==> src/rtl/ex_muldiv_unit_pkg.sv <==
// Shared control types for the RV32M iterative multiply/divide unit.
package ex_muldiv_unit_pkg;

   localparam int XLEN           = 32;
   localparam int MULDIV_LATENCY = XLEN + 2;

   typedef enum logic [2:0] {
      MUL    = 3'd0,
      MULH   = 3'd1,
      MULHSU = 3'd2,
      MULHU  = 3'd3,
      DIV    = 3'd4,
      DIVU   = 3'd5,
      REM    = 3'd6,
      REMU   = 3'd7
   } muldiv_op_t;

   // The upper encoding bit separates the divide family from the multiply family.
   function automatic logic is_div_op(input muldiv_op_t op);
      return op[2];
   endfunction

endpackage

==> src/rtl/ex_muldiv_unit_if.sv <==
// Execute-stage handshake between the pipeline and the multiply/divide unit.
interface ex_muldiv_unit_if
   import ex_muldiv_unit_pkg::*;
();
   logic             start;
   logic             flush;
   muldiv_op_t       op;
   logic [XLEN-1:0]  op_a;
   logic [XLEN-1:0]  op_b;
   logic             stall;
   logic             done;
   logic [XLEN-1:0]  result;

   modport master (output start, flush, op, op_a, op_b,
                   input  stall, done, result);
   modport slave  (input  start, flush, op, op_a, op_b,
                   output stall, done, result);
endinterface

==> src/rtl/ex_muldiv_unit.sv <==
// Iterative RV32M multiply/divide unit: fixed XLEN+2 cycle latency, one shared
// 2*XLEN shift register serving as product accumulator or remainder/quotient pair.
module ex_muldiv_unit
   import ex_muldiv_unit_pkg::*;
(
   input  logic              clk,
   input  logic              rst_n,
   ex_muldiv_unit_if.slave   bus
);

   typedef enum logic [1:0] {IDLE, CALC, FIN, DONE} state_t;

   state_t                 state_q;
   logic [XLEN-1:0]        count_q;
   logic [XLEN-1:0]        result_q, result_d;
   logic                   done_q;

   muldiv_op_t             op_q;
   logic [2*XLEN-1:0]      acc_q, acc_d;
   logic [XLEN-1:0]        b_mag_q;
   logic                   a_neg_q, b_neg_q, b_zero_q, ovf_q;

   logic                   accept;
   logic                   a_signed, b_signed, a_neg_d, b_neg_d;
   logic [XLEN-1:0]        a_mag_d, b_mag_d;

   logic [XLEN:0]          b_ext, mul_hi, trial;
   logic [XLEN-1:0]        rem_nx;
   logic                   ge;

   logic [2*XLEN-1:0]      prod;
   logic [XLEN-1:0]        quot, rem;

   localparam logic [XLEN-1:0] INT_MIN = {1'b1, {(XLEN-1){1'b0}}};

   function automatic logic [XLEN-1:0] neg_w(input logic [XLEN-1:0] v);
      return ~v + XLEN'(1);
   endfunction

   function automatic logic [2*XLEN-1:0] neg_2w(input logic [2*XLEN-1:0] v);
      return ~v + (2*XLEN)'(1);
   endfunction

   assign accept     = (state_q == IDLE) & bus.start & ~bus.flush;
   assign bus.stall  = accept | (state_q == CALC) | (state_q == FIN);
   assign bus.done   = done_q;
   assign bus.result = result_q;

   // Classify operands at issue: signedness comes from the opcode, not the data.
   always_comb begin
      a_signed = (bus.op == MULH) || (bus.op == MULHSU) || (bus.op == DIV) || (bus.op == REM);
      b_signed = (bus.op == MULH) || (bus.op == DIV) || (bus.op == REM);
      a_neg_d  = a_signed & bus.op_a[XLEN-1];
      b_neg_d  = b_signed & bus.op_b[XLEN-1];
      a_mag_d  = a_neg_d ? neg_w(bus.op_a) : bus.op_a;
      b_mag_d  = b_neg_d ? neg_w(bus.op_b) : bus.op_b;
   end

   // One iteration step: shift-add for multiply, restoring shift-subtract for divide.
   always_comb begin
      b_ext  = {1'b0, b_mag_q};
      mul_hi = {1'b0, acc_q[2*XLEN-1:XLEN]} + (acc_q[0] ? b_ext : '0);
      trial  = acc_q[2*XLEN-1:XLEN-1];
      ge     = (trial >= b_ext);
      rem_nx = ge ? XLEN'(trial - b_ext) : trial[XLEN-1:0];
      if (is_div_op(op_q))
         acc_d = {rem_nx, acc_q[XLEN-2:0], ge};
      else
         acc_d = {mul_hi, acc_q[XLEN-1:1]};
   end

   // Final sign correction and special-case selection. With a zero divisor the
   // restoring loop leaves |op_a| as remainder, so sign correction yields op_a.
   always_comb begin
      prod     = (a_neg_q ^ b_neg_q) ? neg_2w(acc_q) : acc_q;
      quot     = (a_neg_q ^ b_neg_q) ? neg_w(acc_q[XLEN-1:0]) : acc_q[XLEN-1:0];
      rem      = a_neg_q ? neg_w(acc_q[2*XLEN-1:XLEN]) : acc_q[2*XLEN-1:XLEN];
      result_d = result_q;
      case (op_q)
         MUL:                 result_d = prod[XLEN-1:0];
         MULH, MULHSU, MULHU: result_d = prod[2*XLEN-1:XLEN];
         DIV, DIVU:           result_d = b_zero_q ? '1 : (ovf_q ? INT_MIN : quot);
         REM, REMU:           result_d = b_zero_q ? rem : (ovf_q ? '0 : rem);
      endcase
   end

   // Operand datapath: loaded on accept, stepped every CALC cycle.
   always_ff @(posedge clk) begin
      if (accept) begin
         op_q     <= bus.op;
         acc_q    <= {{XLEN{1'b0}}, a_mag_d};
         b_mag_q  <= b_mag_d;
         a_neg_q  <= a_neg_d;
         b_neg_q  <= b_neg_d;
         b_zero_q <= (bus.op_b == '0);
         ovf_q    <= ((bus.op == DIV) || (bus.op == REM)) &&
                     (bus.op_a == INT_MIN) && (bus.op_b == '1);
      end else if (state_q == CALC) begin
         acc_q    <= acc_d;
      end
   end

   // Control FSM: sequencing, iteration count, result register and done pulse.
   always_ff @(posedge clk or negedge rst_n) begin
      if (!rst_n) begin
         state_q  <= IDLE;
         count_q  <= '0;
         result_q <= '0;
         done_q   <= 1'b0;
      end else begin
         done_q <= 1'b0;
         case (state_q)
            IDLE: begin
               if (accept) begin
                  state_q <= CALC;
                  count_q <= '0;
               end
            end
            CALC: begin
               if (bus.flush) begin
                  state_q <= IDLE;
                  count_q <= '0;
               end else if (count_q == XLEN'(XLEN - 1)) begin
                  state_q <= FIN;
                  count_q <= '0;
               end else begin
                  count_q <= count_q + XLEN'(1);
               end
            end
            FIN: begin
               if (bus.flush) begin
                  state_q <= IDLE;
               end else begin
                  result_q <= result_d;
                  done_q   <= 1'b1;
                  state_q  <= DONE;
               end
            end
            DONE: state_q <= IDLE;
            default: state_q <= IDLE;
         endcase
      end
   end

endmodule

==> src/flat_wrapper.sv <==
// flat-port wrapper written by rule: the top's interface ports become plain ports
module ex_muldiv_unit_flat import ex_muldiv_unit_pkg::*;
  (clk, rst_n, bus_start, bus_flush, bus_op, bus_op_a, bus_op_b, bus_stall, bus_done, bus_result);
  ex_muldiv_unit_if bus_i ();
  input  logic clk;
  input  logic rst_n;
  input wire logic [$bits(bus_i.start)-1:0] bus_start;
  input wire logic [$bits(bus_i.flush)-1:0] bus_flush;
  input wire logic [$bits(bus_i.op)-1:0] bus_op;
  input wire logic [$bits(bus_i.op_a)-1:0] bus_op_a;
  input wire logic [$bits(bus_i.op_b)-1:0] bus_op_b;
  output wire logic [$bits(bus_i.stall)-1:0] bus_stall;
  output wire logic [$bits(bus_i.done)-1:0] bus_done;
  output wire logic [$bits(bus_i.result)-1:0] bus_result;
  assign bus_i.start = bus_start;
  assign bus_i.flush = bus_flush;
  assign bus_i.op = bus_op;
  assign bus_i.op_a = bus_op_a;
  assign bus_i.op_b = bus_op_b;
  assign bus_stall = bus_i.stall;
  assign bus_done = bus_i.done;
  assign bus_result = bus_i.result;
  ex_muldiv_unit u_core (.clk(clk), .rst_n(rst_n), .bus(bus_i));
endmodule
==> config.mk <==
export PLATFORM = sky130hd
export DESIGN_NAME = ex_muldiv_unit_flat
export DESIGN_NICKNAME = d
export VERILOG_FILES = /design/src/rtl/ex_muldiv_unit_pkg.sv /design/src/rtl/ex_muldiv_unit_if.sv /design/src/rtl/ex_muldiv_unit.sv /design/src/flat_wrapper.sv
export SDC_FILE = /design/constraint.sdc
export NUM_CORES = 1
export LEC_CHECK = 0
export CORE_UTILIZATION = 56
export CTS_BUF_LIST = sky130_fd_sc_hd__clkbuf_8
export CTS_CLUSTER_SIZE = 40
export DETAILED_ROUTE_END_ITERATION = 7
export PLACE_DENSITY_LB_ADDON = 0.1
export SYNTH_ARGS = -nofsm -noshare
export SYNTH_HDL_FRONTEND = slang
export SYNTH_SLANG_ARGS = --single-unit
export TNS_END_PERCENT = 100
==> constraint.sdc <==
create_clock -name clk -period 3.8 [get_ports clk]
set_input_delay 0.57 -clock clk [delete_from_list [all_inputs] [get_ports clk]]
set_output_delay 0.57 -clock clk [all_outputs]
set_load 0.005 [all_outputs]
==> After elaboration in Yosys (flattened, before gate mapping) <==
Index checks and enable logic that the tools add are counted.
{ "classes": {"n_addsub": 8, "multipliers": 0, "div_mod_pow": 0, "order_cmp": 1, "n_eq_ne": 19, "n_shift": 0, "muxes": 26, "n_bitwise": 13, "reduce_logical": 19} }
{ "ops": {"columns": ["operator", "count"], "rows": [
  ["$mux W32", 15],
  ["$add A32 B1 Y32 const B", 5],
  ["$mux W64", 2],
  ["$not A32 Y32", 4],
  ["$pmux W32 S4", 1],
  ["$add A64 B1 Y64 const B", 1],
  ["$eq A32 B32 Y1 const B", 2],
  ["$not A64 Y64", 1],
  ["$pmux W32 S2", 1],
  ["$add A32 B32 Y33", 1],
  ["$ge A33 B32 Y1", 1],
  ["$eq A32 B5 Y1 const B", 1],
  ["$logic_not A32 Y1", 1],
  ["$sub A32 B32 Y32", 1],
  ["$eq A3 B3 Y1 const B", 6],
  ["$eq A3 B2 Y1 const B", 3],
  ["$mux W2", 4],
  ["$pmux W2 S4", 1],
  ["$eq A3 B1 Y1 const B", 2],
  ["$logic_or A1 B1 Y1", 6],
  ["$reduce_and A2 Y1", 3],
  ["$and A1 B1 Y1", 4],
  ["$eq A2 B2 Y1 const B", 2],
  ["$reduce_bool A2 Y1", 2],
  ["12 further kinds", 16]
]} }
{ "word_totals": {"reg_bits": 170, "latch_bits": 0, "ram_bits": 0, "rom_bits": 0, "out_inout_bits": 34, "memories": 0} }

==> Logic depth before layout (Yosys ltp) <==
{ "logic_depth": {"depth_word": 7, "mapped_depth": 14, "depth_no_buf": 12} }

==> Worst setup path after synthesis <==
No wires, ideal clock.
{ "synth_path": {"kind": "register to register", "from": "reg u_core.acc_q[0]", "to": "reg u_core.acc_q[61]", "setup_time_ns": 0.117, "arrival_time_ns": 3.487, "slack_ns": 0.196, "stages_incl_launch_ff": 14, "path_buffers": 1, "period_less_slack_ns": 3.604, "path_cell_list": "edfxtp_1 inv_1 clkbuf_1 nor2_1 fa_1 a211oi_1 o211ai_1 a211o_1 a221oi_1 o21ai_0 a31oi_1 xor2_1 nand2_1 a32o_1"} }
{ "synth_via": {"elab_chain_cells": 3} }
{ "synth_rtl": {"columns": ["element", "line", "text"], "rows": [
  ["from (decl)", "ex_muldiv_unit.sv:19", "logic [2*XLEN-1:0] acc_q, acc_d;"],
  ["from (signal assigned)", "ex_muldiv_unit.sv:91", "acc_q <= {{XLEN{1'b0}}, a_mag_d};"],
  ["$mux W32", "ex_muldiv_unit.sv:62", "mul_hi = {1'b0, acc_q[2*XLEN-1:XLEN]} + (acc_q[0] ? b_ext : '0);"],
  ["$add A32 B32 Y33", "ex_muldiv_unit.sv:62", null],
  ["$mux W64", "ex_muldiv_unit.sv:66", "if (is_div_op(op_q))"]
]} }
Every way passes these cells.
A chain may end at the register's enable or synchronous reset.

==> Worst setup path after layout <==
{ "layout_path": {"from": "reg u_core.acc_q[32]", "to": "reg u_core.acc_q[62]"} }
{ "layout_via": {"elab_chain_cells": 3, "elab_cells_between_ends": 5, "cone_classes": "add/sub (2); order compare (1); mux (2)"} }
{ "layout_rtl": {"columns": ["element", "line", "text"], "rows": [
  ["$sub A32 B32 Y32 or $ge A33 B32 Y1 (tied branches)", "ex_muldiv_unit.sv:65, ex_muldiv_unit.sv:64", null],
  ["$mux W32", "ex_muldiv_unit.sv:65", "rem_nx = ge ? XLEN'(trial - b_ext) : trial[XLEN-1:0];"],
  ["$mux W64 (*)", "ex_muldiv_unit.sv:66", null]
]} }
Mark *: on every way between the ends. The rest lies on a longest branch, timed or not.

==> reports/metrics.csv <==
stage;metric;value;unit
die;Die Area;0.02811;mm2
timing;# setup viols final;0;
routing;met2 wire length;21810;um
finish;most frequent cells in the layout;o21ai_0, nand2_1, nor2_1, a21oi_1;
finish;layout cells sized above 1;0.06898;
placement;input/output buffers;104;
logic_synthesis;share of the synthesized area in the top cell type;0.1388;
power_and_ir_drop;Logic pwr share;0.642;
routing;WL per Instance;21.18;um
power_and_ir_drop;Power Internal;6.743;mW
placement;gpl congestion;1.006;
power_and_ir_drop;Switching Power;6.756;mW
clock_tree;Sink Count;170;
setup_path;CP Launch Type;flop;
setup_path;worst path required time;4.20;ns
die;Die Span X;167.7;um
logic_synthesis;Post-Syn Instances;1951;
logic_synthesis;Synth area leaders;edfxtp_1, dfrtp_1, o21ai_0;
power_and_ir_drop;Lkg Pwr;7.082;nW
logic_synthesis;Synth Area in Adders;0.05960;
die;Core Rows;60;
routing;top routing layer used;met4;
clock_tree;CTS Root Cell;clkbuf_8;
routing;starting DRC count in detailed routing;1732;
logic_synthesis;number of synthesized register bits;170;
power_and_ir_drop;Clk pwr share;0.105;
routing;WL met3;4459;um
logic_synthesis;Syn Nets;2094;
grt;vias in the first global route;14228;
min_path;HP Class;input port to asynchronous set/reset pin;
die;io pins;105;
grt;initial antenna violation count;0;
timing;Final Cycle Share;0.9410;
clock_tree;clock-pin transition on the worst setup and hold timing paths;0.11;ns
logic_synthesis;post-synthesis xor/xnor area fraction;0.1043;
die;core footprint;0.02695;mm2
routing;final routed DRC violation total;0;
outcome;status;finished clean;
timing;final slew viol count;0;
clock_tree;CTS buffer count;17;
routing;drt pass-1 iters;5;
finish;non-filler cells, final;2385;
clock_tree;worst-case clock buffer depth;2;
logic_synthesis;Avg Cell Area, Syn;7.876;um2
power_and_ir_drop;total power;13.50;mW
timing;RSZ-0062 raised after global routing;false;
die;Die H;167.7;um
grt;All-Layer GR Usage;0.3596;
timing;final hold violation count;0;
clock_tree;worst-skew pair later-pin latency;0.48;ns
routing;met1 WL;22700;um
die;initial core utilization;0.5701;
grt;pin count of the biggest net entering global routing;106;
timing;Clock Skew;0.02279;ns
clock_tree;CTS HTree Levels;4;
timing;Final min period;3.576;ns
finish;Area Overhead vs Synth;13.56;%
timing;FMAX;279.6;MHz
setup_path;CP arrival;3.97;ns
routing;ANT nets after route;0;
setup_path;CP max FO;9;
setup_path;R2R depth;11;
finish;Layout Nets;2174;
placement;worst slack, placed;0.1286;ns
logic_synthesis;Yosys warnings;0;
placement;Detailed Place HPWL;38820;um
logic_synthesis;simple-gate share of the synthesized area;0.1959;
grt;first-pass GRT wire length;79740;um
grt;GRT overflow;0;
finish;most common cell after layout, fill and taps aside;o21ai_0;
run;MaxCap Viol Count;0;
routing;Vias;15596;
logic_synthesis;Yosys top cell by area;edfxtp_1;
power_and_ir_drop;P per Cell Area;773.6;mW/mm2
logic_synthesis;register area share after synthesis;0.2896;
finish;n_diodes;0;
setup_path;Crit. End Element;flop;
power_and_ir_drop;Reg power frac;0.253;
logic_synthesis;main combinational cell family by area after synthesis;compound AO/OA/AOI/OAI gates;
routing;final wirelength;50510;um
logic_synthesis;synth unique cells;79;
clock_tree;Post-CTS Hold Buffers;0;
clock_tree;CTS tree;yes;
logic_synthesis;Synth Area in Compound Gates;0.2722;
timing;TNS Setup;0;ns
logic_synthesis;asr flop ratio synth;0.3941;
logic_synthesis;Most used DFF post-synth;edfxtp_1;
logic_synthesis;EDFF count, synth;71;
routing;vias per cell;6.539;
power_and_ir_drop;Sw Ratio;0.5005;
power_and_ir_drop;Max IR drop VDD;0.3154;mV
clock_tree;buffer count from post-CTS setup fixing;0;
placement;post-placement cell count;2353;
setup_path;Worst Setup Path Type;flop to flop;
timing;final worst slack;0.2240;ns
timing;Worst-Margin Slew;0.9301;ns
logic_synthesis;Syn Std Cell Area;0.01537;mm2
logic_synthesis;mux cell area share after synthesis;0.03208;
timing;Slew HR;0.3799;
## kinds of logic (layout without fill, tap and decap cells)
kind of cell / count (synthesis) / count (layout)
mux: 49 / 49
fa+ha+maj: 72 / 72
xor+xnor: 183 / 183
buf+inv: 188 / 281
flops: 170 / 170
compound gates: 664 / 664
simple gates: 625 / 625
## final timing paths
path	slack, ns	startpoint	end
worst max-delay path	0.22	u_core.acc_q[32]	u_core.acc_q[62]
worst min-delay path	0.18	rst_n	u_core.count_q[10]
worst max register to register	0.22	u_core.acc_q[32]	u_core.acc_q[62]
worst min register to register	0.49	u_core.bus.result[1]	u_core.bus.result[1]
max in group asynchronous	2.70	rst_n	u_core.bus.result[28]
min in group clk	0.49	u_core.bus.result[1]	u_core.bus.result[1]
## Yosys cell counts (all sizes together) (11+ instances only)
| master | count |
|---|---|
| o41ai | 18 |
| a21oi | 150 |
| buf | 15 |
| dfrtp | 67 |
| o31ai | 45 |
| nor2 | 173 |
| nor4 | 29 |
| nand3 | 51 |
| nor3 | 45 |
| clkbuf | 105 |
| nor2b | 14 |
| nand4 | 27 |
| xor2 | 80 |
| and3 | 18 |
| o21ai | 221 |
| ha | 70 |
| o221ai | 11 |
| inv | 66 |
| and2 | 11 |
| o22ai | 12 |
| a31oi | 26 |
| dfxtp | 32 |
| xnor2 | 103 |
| or4 | 15 |
| a21o | 53 |
| edfxtp | 71 |
| a211oi | 16 |
| nand2b | 13 |
| nand2 | 173 |
| mux2i | 47 |
| or3 | 27 |
| o211ai | 22 |
## worst max-delay path, stage by stage, from the launching register on
cell and delay [ns]:
dfxtp_1 0.55, inv_1 0.17, fa_1 0.45, nand2b_1 0.18
a21oi_1 0.20, o2111ai_1 0.29, and4_1 0.32, nor3_1 0.40
nor4_1 0.11, o41ai_1 0.39, xnor2_1 0.18, a211oi_1 0.24
## area by class of cell
| class | count | area [um2] |
|---|---|---|
| multi-input combinational | 1593 | 10240 |
| sequential | 170 | 4449 |
| fill | 2406 | 9502 |
| clock inverter | 15 | 182.7 |
| timing repair buffer | 181 | 1664 |
| clock buffer | 17 | 234.0 |
| tap | 341 | 426.7 |
| inverter | 68 | 256.5 |
## state kept, by name (all words and copies together), names as in the netlist
signal	cells
u_core.acc_q	64
u_core.b_mag_q	32
u_core.bus.result	32
u_core.count_q	32
u_core.op_q	3
u_core.state_q	2
u_core.a_neg_q	1
u_core.b_neg_q	1
u_core.b_zero_q	1
u_core.bus.done	1
u_core.ovf_q	1
## stage by stage
| stage | hold WS [ns] | util | area (um2) |
|---|---|---|---|
| floorplan | 0.2744 | - | 15370 |
| global placement | 0.4603 | 0.6316 | 17020 |
| detailed placement | 0.4736 | 0.6316 | 17020 |
| CTS | 0.2121 | 0.6470 | 17440 |
| global route | 0.2413 | 0.6474 | 17450 |
| finish | 0.1784 | 0.6474 | 17450 |
## repair_timing
action                                  in CTS  in global routing
resized for setup                            0                  2
endpoints found under the hold margin        0                  0
endpoints found under the setup margin       0                  4
## per-layer routing
| layer | up-vias | track usage |
|---|---|---|
| li1 | 7375 | - |
| met1 | 7368 | 0.5235 |
| met2 | 756 | 0.5500 |
| met3 | 97 | 0.04443 |
| met4 | 0 | 0.1185 |
| met5 | - | 0 |
## power groups by stage
| stage | clock [mW] | sequential, mW | combinational (mW) |
|---|---|---|---|
| 5_1_grt | 1.48 | 3.48 | 9.36 |
| 6_report | 1.41 | 3.42 | 8.66 |
| 3_5_place_dp | 0 | 3.42 | 8.39 |
| 2_1_floorplan | 0 | 3.19 | 5.68 |
| 4_1_cts | 1.42 | 3.38 | 8.42 |
| 3_3_place_gp | 0 | 3.40 | 8.28 |
No activity file was read; power rests on OpenSTA's default activity.
